==> src/rtl/instruction_fetch_unit_if.sv <==
// Fetch-unit bus bundle: instruction-memory port, redirect input and decoder handshake.
interface instruction_fetch_unit_if;
    logic        imem_req;
    logic [31:0] imem_addr;
    logic [31:0] imem_rdata;
    logic        redirect_valid;
    logic [31:0] redirect_pc;
    logic        out_valid;
    logic        out_ready;
    logic [31:0] out_instr;
    logic [31:0] out_pc;

    // Fetch unit side
    modport master (
        output imem_req, imem_addr, out_valid, out_instr, out_pc,
        input  imem_rdata, redirect_valid, redirect_pc, out_ready
    );

    // Memory / decoder / branch-unit side
    modport slave (
        input  imem_req, imem_addr, out_valid, out_instr, out_pc,
        output imem_rdata, redirect_valid, redirect_pc, out_ready
    );
endinterface

==> src/rtl/instruction_fetch_unit.sv <==
// Instruction fetch unit: issues sequential word fetches, tracks one in-flight
// response, and buffers returned words in an output register plus one skid entry
// so the decoder can stall without losing data. Redirects flush everything.
module instruction_fetch_unit #(
    parameter logic [31:0] RESET_PC = 32'h0000_0000
) (
    input  logic                           clk,
    input  logic                           rst_n,
    instruction_fetch_unit_if.master       bus
);

    localparam logic [1:0] IDLE     = 2'd0;
    localparam logic [1:0] RUN      = 2'd1;
    localparam logic [1:0] REDIRECT = 2'd2;

    logic [1:0]  state_q, state_d;
    logic [31:0] fetch_pc_q, fetch_pc_d;
    logic        inflight_q;
    logic [31:0] inflight_pc_q;
    logic        out_valid_q, out_valid_d;
    logic [31:0] out_instr_q, out_instr_d;
    logic [31:0] out_pc_q, out_pc_d;
    logic        skid_valid_q, skid_valid_d;
    logic [31:0] skid_instr_q, skid_instr_d;
    logic [31:0] skid_pc_q, skid_pc_d;

    logic        pop;
    logic        req;
    logic [1:0]  occ;
    logic        unused_redirect_lo;

    // Low address bits of a redirect target are discarded.
    assign unused_redirect_lo = |bus.redirect_pc[1:0];

    // Words held or owed after this cycle's transfer; never more than two fit.
    assign pop = out_valid_q && bus.out_ready;
    assign occ = {1'b0, out_valid_q} + {1'b0, skid_valid_q} + {1'b0, inflight_q} - {1'b0, pop};
    assign req = rst_n && (state_q == RUN) && !bus.redirect_valid && (occ < 2'd2);

    assign bus.imem_req  = req;
    assign bus.imem_addr = fetch_pc_q;
    assign bus.out_valid = out_valid_q;
    assign bus.out_instr = out_instr_q;
    assign bus.out_pc    = out_pc_q;

    // Control FSM: a redirect always wins, every other state settles into RUN.
    always_comb begin
        state_d = state_q;
        if (bus.redirect_valid) begin
            state_d = REDIRECT;
        end else begin
            case (state_q)
                IDLE:     state_d = RUN;
                RUN:      state_d = RUN;
                REDIRECT: state_d = RUN;
                default:  state_d = IDLE;
            endcase
        end
    end

    // Fetch address: jump to the word-aligned target on redirect, else step per issued request.
    always_comb begin
        fetch_pc_d = fetch_pc_q;
        if (bus.redirect_valid) begin
            fetch_pc_d = {bus.redirect_pc[31:2], 2'b00};
        end else if (req) begin
            fetch_pc_d = fetch_pc_q + 32'd4;
        end
    end

    // Output/skid steering: skid drains first, responses fill the front-most free slot.
    always_comb begin
        out_valid_d  = out_valid_q;
        out_instr_d  = out_instr_q;
        out_pc_d     = out_pc_q;
        skid_valid_d = skid_valid_q;
        skid_instr_d = skid_instr_q;
        skid_pc_d    = skid_pc_q;
        if (bus.redirect_valid) begin
            // Flush both slots; the in-flight response is ignored by falling through here.
            out_valid_d  = 1'b0;
            skid_valid_d = 1'b0;
        end else if (pop && skid_valid_q) begin
            out_instr_d = skid_instr_q;
            out_pc_d    = skid_pc_q;
            if (inflight_q) begin
                skid_instr_d = bus.imem_rdata;
                skid_pc_d    = inflight_pc_q;
            end else begin
                skid_valid_d = 1'b0;
            end
        end else if (!out_valid_q || pop) begin
            if (inflight_q) begin
                out_valid_d = 1'b1;
                out_instr_d = bus.imem_rdata;
                out_pc_d    = inflight_pc_q;
            end else begin
                out_valid_d = 1'b0;
            end
        end else if (inflight_q) begin
            skid_valid_d = 1'b1;
            skid_instr_d = bus.imem_rdata;
            skid_pc_d    = inflight_pc_q;
        end
    end

    // State registers with synchronous active-low reset.
    always_ff @(posedge clk) begin
        if (!rst_n) begin
            state_q       <= IDLE;
            fetch_pc_q    <= RESET_PC;
            inflight_q    <= 1'b0;
            inflight_pc_q <= 32'h0;
            out_valid_q   <= 1'b0;
            out_instr_q   <= 32'h0;
            out_pc_q      <= 32'h0;
            skid_valid_q  <= 1'b0;
            skid_instr_q  <= 32'h0;
            skid_pc_q     <= 32'h0;
        end else begin
            state_q       <= state_d;
            fetch_pc_q    <= fetch_pc_d;
            inflight_q    <= req;
            inflight_pc_q <= req ? fetch_pc_q : inflight_pc_q;
            out_valid_q   <= out_valid_d;
            out_instr_q   <= out_instr_d;
            out_pc_q      <= out_pc_d;
            skid_valid_q  <= skid_valid_d;
            skid_instr_q  <= skid_instr_d;
            skid_pc_q     <= skid_pc_d;
        end
    end

endmodule

==> src/flat_wrapper.sv <==
// flat-port wrapper written by rule: the top's interface ports become plain ports
module instruction_fetch_unit_flat 
#(
    parameter logic [31:0] RESET_PC = 32'h0000_0000
)
  (clk, rst_n, bus_imem_req, bus_imem_addr, bus_out_valid, bus_out_instr, bus_out_pc, bus_imem_rdata, bus_redirect_valid, bus_redirect_pc, bus_out_ready);
  instruction_fetch_unit_if bus_i ();
  input  logic clk;
  input  logic rst_n;
  output wire logic [$bits(bus_i.imem_req)-1:0] bus_imem_req;
  output wire logic [$bits(bus_i.imem_addr)-1:0] bus_imem_addr;
  output wire logic [$bits(bus_i.out_valid)-1:0] bus_out_valid;
  output wire logic [$bits(bus_i.out_instr)-1:0] bus_out_instr;
  output wire logic [$bits(bus_i.out_pc)-1:0] bus_out_pc;
  input wire logic [$bits(bus_i.imem_rdata)-1:0] bus_imem_rdata;
  input wire logic [$bits(bus_i.redirect_valid)-1:0] bus_redirect_valid;
  input wire logic [$bits(bus_i.redirect_pc)-1:0] bus_redirect_pc;
  input wire logic [$bits(bus_i.out_ready)-1:0] bus_out_ready;
  assign bus_imem_req = bus_i.imem_req;
  assign bus_imem_addr = bus_i.imem_addr;
  assign bus_out_valid = bus_i.out_valid;
  assign bus_out_instr = bus_i.out_instr;
  assign bus_out_pc = bus_i.out_pc;
  assign bus_i.imem_rdata = bus_imem_rdata;
  assign bus_i.redirect_valid = bus_redirect_valid;
  assign bus_i.redirect_pc = bus_redirect_pc;
  assign bus_i.out_ready = bus_out_ready;
  instruction_fetch_unit #(.RESET_PC(RESET_PC)) u_core (.clk(clk), .rst_n(rst_n), .bus(bus_i));
endmodule
==> config.mk <==
export PLATFORM = sky130hd
export DESIGN_NAME = instruction_fetch_unit_flat
export DESIGN_NICKNAME = d
export VERILOG_FILES = /design/src/rtl/instruction_fetch_unit_if.sv /design/src/rtl/instruction_fetch_unit.sv /design/src/flat_wrapper.sv
export SDC_FILE = /design/constraint.sdc
export NUM_CORES = 1
export LEC_CHECK = 0
export BUFFER_PORTS_ARGS = -buffer_cell sky130_fd_sc_hd__buf_2
export CORE_MARGIN = 2
export CORE_UTILIZATION = 59
export DETAILED_ROUTE_END_ITERATION = 7
export PLACE_DENSITY = 0.9
export SYNTH_ARGS = -nofsm -noshare
export SYNTH_HDL_FRONTEND = slang
export SYNTH_SLANG_ARGS = --single-unit
==> constraint.sdc <==
create_clock -name clk -period 7.8 [get_ports clk]
set_input_delay 1.56 -clock clk [delete_from_list [all_inputs] [get_ports clk]]
set_output_delay 1.56 -clock clk [all_outputs]
set_load 0.01 [all_outputs]
==> results of run 1 <==
cells by family after synthesis:
kind of cell	synth area share [%]
other	0.0464
AOI/OAI and AO/OA	20.2
xor gates and xnor gates	2.71
muxes	7.96
adders and majority gates	0.619
and+or+nand+nor	17.1
buffers and inverters	4.61
DFF	46.8
layout by cell type, fill, tap and decap left out, drive strengths merged, types with 2 or more instances in the layout:
master,instances
nand2,268
dfxtp,189
buf,167
a21boi,92
mux2i,64
o211a,62
o21ai,34
xnor2,24
clkbuf,22
a21oi,20
nor4,14
inv,12
nand3,11
nor3,7
and4,6
clkinv,5
or3,5
nand4,4
a31oi,4
ha,4
conb,4
clkinvlp,4
nor3b,2
nor2,2
and3,2
and2,2
or4,2
per-stage QoR:
step	utilization [%]	instances	worst slack, ns
2_1_floorplan	-	914	2.81
3_3_place_gp	66.8	1183	2.32
3_5_place_dp	66.8	1183	2.29
4_1_cts	71.1	1215	2.28
5_1_grt	71.1	1215	1.96
6_report	71.1	1215	2.23
per-layer routing:
metal  vias to the layer above  global-route usage, %  wire [µm]
li1                       3349                      -          -
met1                      3149                   35.5       8660
met2                       215                   38.1       8130
met3                        26                   4.79       1120
met4                         0                   8.43        259
met5                         -                      0          0
power breakdown:
part	internal [W]	switching (W)	total [W]
registers	0.000983	0.0000235	0.00101
clock network	0.000472	0.000357	0.000829
logic	0.0000505	0.0000615	0.000112
registers in the layout (all words and copies together), names as in the netlist:
name	count
u_core.skid_valid_q	1
u_core.bus.out_valid	1
u_core.bus.imem_addr	30
u_core.inflight_q	1
u_core.bus.out_instr	32
u_core.bus.out_pc	30
u_core.state_q	2
u_core.skid_instr_q	32
u_core.skid_pc_q	30
u_core.inflight_pc_q	30
area by class of cell:
| class | instances | area share (%) |
|---|---|---|
| multi-input cells | 639 | 42.0 |
| flip-flops and latches | 189 | 40.0 |
| repair buffers | 167 | 9.08 |
| clock buffers | 22 | 5.12 |
| well taps | 176 | 2.33 |
| clock inverters | 10 | 0.940 |
| inverters | 12 | 0.477 |
worst max path at each step:
stage / from / to / cells past startpoint
after floorplan: bus_out_ready / bus_imem_req / 10
after global placement: bus_redirect_valid / bus_imem_req / 6
after detailed placement: bus_redirect_valid / bus_imem_req / 6
after CTS: bus_redirect_valid / bus_imem_req / 6
after global routing: bus_redirect_valid / bus_imem_req / 6
final: bus_redirect_valid / bus_imem_req / 6
worst register-to-register path: stages (launching register included):
cell and delay, ns:
dfxtp_1 0.48, and2_0 0.27, ha_1 0.26, inv_1 0.06, ha_1 0.23, a21oi_2 0.17
mux2i_2 0.08, buf_4 0.23, or4_4 0.61, or4_1 0.41, a31oi_1 0.17
==> results.md, run 1 <==
- Status: complete, no violations
- Routed via count: 6739
- Top delay family on crit path: simple AND/OR/NAND/NOR gates
- Final worst path period share: a little under three quarters
- Hold Slack: about 0.46 ns
- #FFs+latches synth: approximately 190
- Hold Path Depth: 2
- Initial Utilization: around 61%
- Clk_lat worst skew: around 0.43 ns
- Top cells by count, synth: nand2_1 (268), dfxtp_1 (189), a21boi_0 (92)
- Least-Margin Pin Slew: 1.13 ns
- Worst Path Buf+Inv: 4
- Most frequent cell after synthesis: nand2_1
- Static Leak: about 4.7 nW
- Total die area: about 0.015 mm²
- Vert. Die Dim: 121 µm
- H-tree levels: 4
- Max Root-Sink Buffers: 2
- Largest net degree at the start of global routing: 133
- IR drop worst, VDD: between 0.1 and 0.15 mV
- Synth area leaders: dfxtp_1 (47%), nand2_1 (12%), a21boi_0 (8.5%)
- Share of the synthesized area in the top cell type: a little under half
- Clock tree sinks: around 190
- RSZ-0062 raised after global routing: no
- Launch point of the worst reg-to-reg path: u_core.bus.out_valid
- Worst Path Max Fanout: 41
- Primary FF master, synth: dfxtp_1
- FILL cells: about 1100
- Die X: between 100 and 150 µm
- Post-synthesis sequential area ratio: about 47%
- FP Rows: 42
- Slew headroom: about a quarter
- Synthesis-to-finish area growth: 16.8%
- Setup Fix Bufs, Post-CTS: 0
- Sum of negative setup slack: 0 ns
- Gr ovfl total: 0
- Sequential Area: approximately 0.0038 mm²
- Crit path launch type: input pin
- HP Start: u_core.skid_instr_q[27]
- Nets@finish: ~1100
- DP Wirelength: about 12 mm
- Hold/Removal Path Class: reg2reg
- Endpoint class of the critical path: primary output
- Synthesized area per cell: 8.88 µm²
- # DRC: 0
- Post-synthesis cell area: 0.00809 mm²
- R2r setup slk: between 4 and 5 ns
- Area after DPL: slightly below 0.009 mm²
- Hold buffer count at CTS: 0
- Routed Antenna Nets: 0
- Max Transition Viols Final: 0
- Final setup fails: 0
- YS warnings: 0
- Port bufs: around 160
- Fin. Hold Viols: 0
- Root Buffer: clkbuf_16
- Multi-input logic area: 0.00397 mm²
- Final period demand of the worst path: about 5.6 ns
- Netlist cell types: 42
- Slowest stage delay, CP: approximately 0.73 ns
- WS Path Type: in2out
- Max_cap viols: 0
- Worst Path Required: 6.24 ns
- Clock slew at reported path FFs: ~0.060 ns
- Diodes inserted: 0
- Cells after Synth: ~910
- Post-layout power: between 0.0015 and 0.002 W
- Highest clock rate: around 180 MHz
- Crit-path slowest cell: inv_1
- Crit path cell chain: buf_2, inv_1, nand2_1, or2_2, inv_1, buf_2
- Reg2Reg Depth: 10
- Yosys top cell by area: dfxtp_1
- First-pass GRT wire length: a little under 30 mm
- Initial antenna violation count: 0
- TritonCTS Buffers: 17
- RR Endpoint: u_core.bus.imem_addr[31]
- FFs w/ async S/R, synth: 0%
- DRT Pass-1 Iters: 7
- Pwr dens: between 200 and 250 mW/mm²
- Vias in the first global route: 6109
- Final WL: 18.2 mm
- Iter 0 DRT Violations: 620
- Finished Cell Area: roughly 0.0095 mm²
- Share of layout cells above drive strength 1: approximately a fifth
- Worst EP arrival: 4.01 ns
- Clock skew: roughly 0.0075 ns
- GRT Overall Usage: between 20% and 30%
- WL per Instance: ~15 µm
- CTS tree: built
- Io pins: roughly 170
- DR vias/cell: 5.55
- Core ar.: approximately 0.013 mm²
- Placer congestion estimate: around 0.93
- Number of synthesized flops with an enable pin: 0
- Hold path endpoint: u_core.skid_instr_q[27]
- Post-cts resize count: 0
Power figures use the tool's default switching activity.
==> inputs of run 2 (changes only) <==
Settings changed: ABC_AREA set to 1, CORE_UTILIZATION 59 to 55, PLACE_DENSITY 0.9 to 0.85.
Clock period 7.8 ns to 5.5 ns, I/O delays scaled along.
==> results.md, run 2 <==
- WL per Instance: 14.0 µm (was 15.0 µm)
- TritonCTS Buffers: 17 (unchanged)
- Clock skew: 0.00855 ns (was 0.00748 ns)
- Routed Antenna Nets: 0 (unchanged)
- Top delay family on crit path: buffers and inverters (was simple AND/OR/NAND/NOR gates)
- Clock tree sinks: 189 (unchanged)
- Worst Path Max Fanout: 79 (was 41)
- Post-synthesis sequential area ratio: 44.8% (was 46.8%)
- Vert. Die Dim: 128 µm (was 121 µm)
- Most Frequent Cell on Critical Path: nor2_4
- DRT Pass-1 Iters: 5 (was 7)
- Share of the synthesized area in the top cell type: 44.8% (was 46.8%)
- Fin. Hold Viols: 0 (unchanged)
- Status: complete, no violations (unchanged)
- Hold Slack: 0.454 ns (was 0.461 ns)
- Port bufs: 159 (unchanged)
- Final WL: 21.3 mm (was 18.2 mm)
- Synthesis-to-finish area growth: 15.2% (was 16.8%)
- Final period demand of the worst path: 4.05 ns
- Highest clock rate: 247 MHz
- DP Wirelength: 13.7 mm (was 11.6 mm)
- Netlist cell types: 30 (was 42)
- Nets@finish: 1399 (was 1098)
- Clk_lat worst skew: 0.43 ns (about the same)
- Share of layout cells above drive strength 1: 18.9% (was 20.1%)
- FILL cells: 1361 (was 1068)
- Die X: 128 µm (was 121 µm)
- Cells after Synth: 1216 (was 911)
- Hold Path Depth: 1 (was 2)
- Max_cap viols: 0 (unchanged)
- First-pass GRT wire length: 34.5 mm (was 29.7 mm)
- Static Leak: 4.66 nW (was 4.75 nW)
- Reg2Reg Depth: 10 (unchanged)
- Final cell count without fillers: 1528 (was 1215)
- FP Rows: 45 (was 42)
- Clock slew at reported path FFs: 0.07 ns (was 0.06 ns)
- GRT Overall Usage: 26.0% (was 25.0%)
- Most frequent cells in the layout: nand2_1 (277), nor2_1 (195), dfxtp_1 (189), buf_2 (158), nand3_1 (118) (was nand2_1 (267), dfxtp_1 (189), buf_2 (158), a21boi_0 (92), mux2i_1 (63))
- Post-layout power: 0.00277 W (was 0.00195 W)
- YS warnings: 0 (unchanged)
- #FFs+latches synth: 189 (unchanged)
- Final core utilization: 64.5% (was 71.1%)
- Worst EP arrival: 2.95 ns (was 4.01 ns)
- Initial Utilization: 56.0% (was 60.9%)
- Commonest non-fill, non-tap cell in the layout: nand2_1 (unchanged)
- Top cells by count, synth: nand2_1 (277), nor2_1 (195), dfxtp_1 (189) (was nand2_1 (268), dfxtp_1 (189), a21boi_0 (92))
- Max Transition Viols Final: 0 (unchanged)
- Yosys top cell by area: dfxtp_1 (unchanged)
- Worst Path Required: 4.40 ns (was 6.24 ns)
- Most frequent cell after synthesis: nand2_1 (unchanged)
- Vias in the first global route: 7120 (was 6109)
- WS Path Type: in2out (unchanged)
- FFs w/ async S/R, synth: 0% (unchanged)
- Endpoint class of the critical path: primary output (unchanged)
- Post-synthesis cell area: 0.00845 mm² (was 0.00809 mm²)
- Crit path launch type: input pin (unchanged)
- CTS tree: built (unchanged)
- H-tree levels: 4 (unchanged)
- IR drop worst, VDD: 0.238 mV (was 0.139 mV)
- Post-cts resize count: 0 (unchanged)
- Max Root-Sink Buffers: 2 (unchanged)
- Iter 0 DRT Violations: 697 (was 620)
- Root Buffer: clkbuf_16 (unchanged)
- Primary FF master, synth: dfxtp_1 (unchanged)
- Io pins: 166 (unchanged)
- Least-Margin Pin Slew: 1.14 ns (was 1.13 ns)
- Slowest stage delay, CP: 0.55 ns (was 0.73 ns)
- Synthesized area per cell: 6.95 µm² (was 8.88 µm²)
- Largest net degree at the start of global routing: 125 (was 133)
- Diodes inserted: 0 (unchanged)
- Sum of negative setup slack: 0 ns (unchanged)
- Placer congestion estimate: 0.904 (was 0.931)
- Pwr dens: 285 mW/mm² (was 206 mW/mm²)
- Gr ovfl total: 0 (unchanged)
- Routed via count: 8221 (was 6739)
- Hold buffer count at CTS: 0 (unchanged)
- Final worst path period share: between 70% and 80%
- Initial antenna violation count: 0 (unchanged)
- Placed insts: 1496 (was 1183)
- Synth area leaders: dfxtp_1 (45%), nand2_1 (12%), nor2_1 (8.7%) (was dfxtp_1 (47%), nand2_1 (12%), a21boi_0 (8.5%))
- Crit path depth: 6 (unchanged)
- Number of synthesized flops with an enable pin: 0 (unchanged)
- Setup Fix Bufs, Post-CTS: 0 (unchanged)
- DR vias/cell: 5.38 (was 5.55)
- Crit-path slowest cell: buf_4 (was inv_1)
- Core ar.: 0.0151 mm² (was 0.0133 mm²)
- # DRC: 0 (unchanged)
- Total die area: 0.0164 mm² (was 0.0147 mm²)
- RSZ-0062 raised after global routing: no (unchanged)
- Worst Path Buf+Inv: 3 (was 4)
- Crit path cell chain: buf_4, inv_2, nor2_4, nand3_2, nor2_4, buf_2 (was buf_2, inv_1, nand2_1, or2_2, inv_1, buf_2)
- Final setup fails: 0 (unchanged)
- Hold/Removal Path Class: reg2reg (unchanged)
- Slew headroom: 23.8% (was 24.7%)
## run 2: changes by cell type after synthesis, sizes merged, moves of 14 or more
cell    previous run  this run
clkbuf            55        26
o21ai             34       105
a21oi             20        42
nand3             11       119
a21boi            92         1
o211a             62         0
inv               12       120
xnor2             24         0
nor4              14         0
buf               17        51
o211ai             0        62
mux2i             64         0
nor2               2       204
## run 2: cells by family after synthesis
logic type | Yosys count | share of synthesized area (%)
flops | 189 | 44.8
simple gates | 611 | 30.0
other cells | 1 | 0.0444
fa+ha+maj | 4 | 0.592
buf+inv | 198 | 9.86
xor+xnor | 1 | 0.104
compound gates | 212 | 14.6
## run 2: layer usage
layer | wire, µm | global-route usage [%] | vias up | part of all wire (%)
met5 | 0 | 0 | - | 0
met4 | 637 | 10.6 | 0 | 3.0
met3 | 1330 | 4.76 | 48 | 6.3
met2 | 9850 | 40.0 | 301 | 46
met1 | 9490 | 36.1 | 3750 | 45
li1 | - | - | 4122 | -
## run 2: power by group
| part | total (W) | internal, W | leakage (nW) | switching [W] |
|---|---|---|---|---|
| Combinational | 0.000175 | 0.0000657 | 2.86 | 0.000110 |
| Clock | 0.00117 | 0.000644 | 0.265 | 0.000523 |
| Sequential | 0.00143 | 0.00140 | 1.53 | 0.0000310 |
| Total | 0.00277 | 0.00211 | 4.66 | 0.000663 |
## run 2: final timing paths
check,from,to,slack (ns)
min reg2reg,u_core.state_q[1],u_core.state_q[0],0.45
max reg2reg,u_core.bus.out_valid,u_core.bus.out_pc[30],2.64
max,rst_n,bus_imem_req,1.45
min,u_core.state_q[1],u_core.state_q[0],0.45
## run 2: area by class of cell
| class | count | area [µm²] | share of cell area (%) |
|---|---|---|---|
| clock buffers | 21 | 460 | 4.73 |
| clock inverters | 11 | 93.8 | 0.964 |
| inverters | 121 | 454 | 4.67 |
| multi-input cells | 832 | 3840 | 39.5 |
| flip-flops and latches | 189 | 3780 | 38.9 |
| well taps | 188 | 235 | 2.42 |
| repair buffers | 166 | 863 | 8.87 |
## run 2: worst register-to-register path: stages (launching register included)
cell and delay (ns):
dfxtp_1 0.49, nand2_1 0.16, nor2_4 0.10, buf_4 0.56
inv_2 0.14, ha_1 0.24, a211oi_4 0.20, buf_12 0.40
nand3_1 0.26, o211ai_1 0.15, inv_2 0.04
## run 2: metrics by stage
step           instance area [µm²]  setup WS [ns]
2_1_floorplan                 8460           1.97
3_3_place_gp                  9180           1.46
3_5_place_dp                  9180           1.47
4_1_cts                       9730           1.46
5_1_grt                       9730           1.28
6_report                      9730           1.45
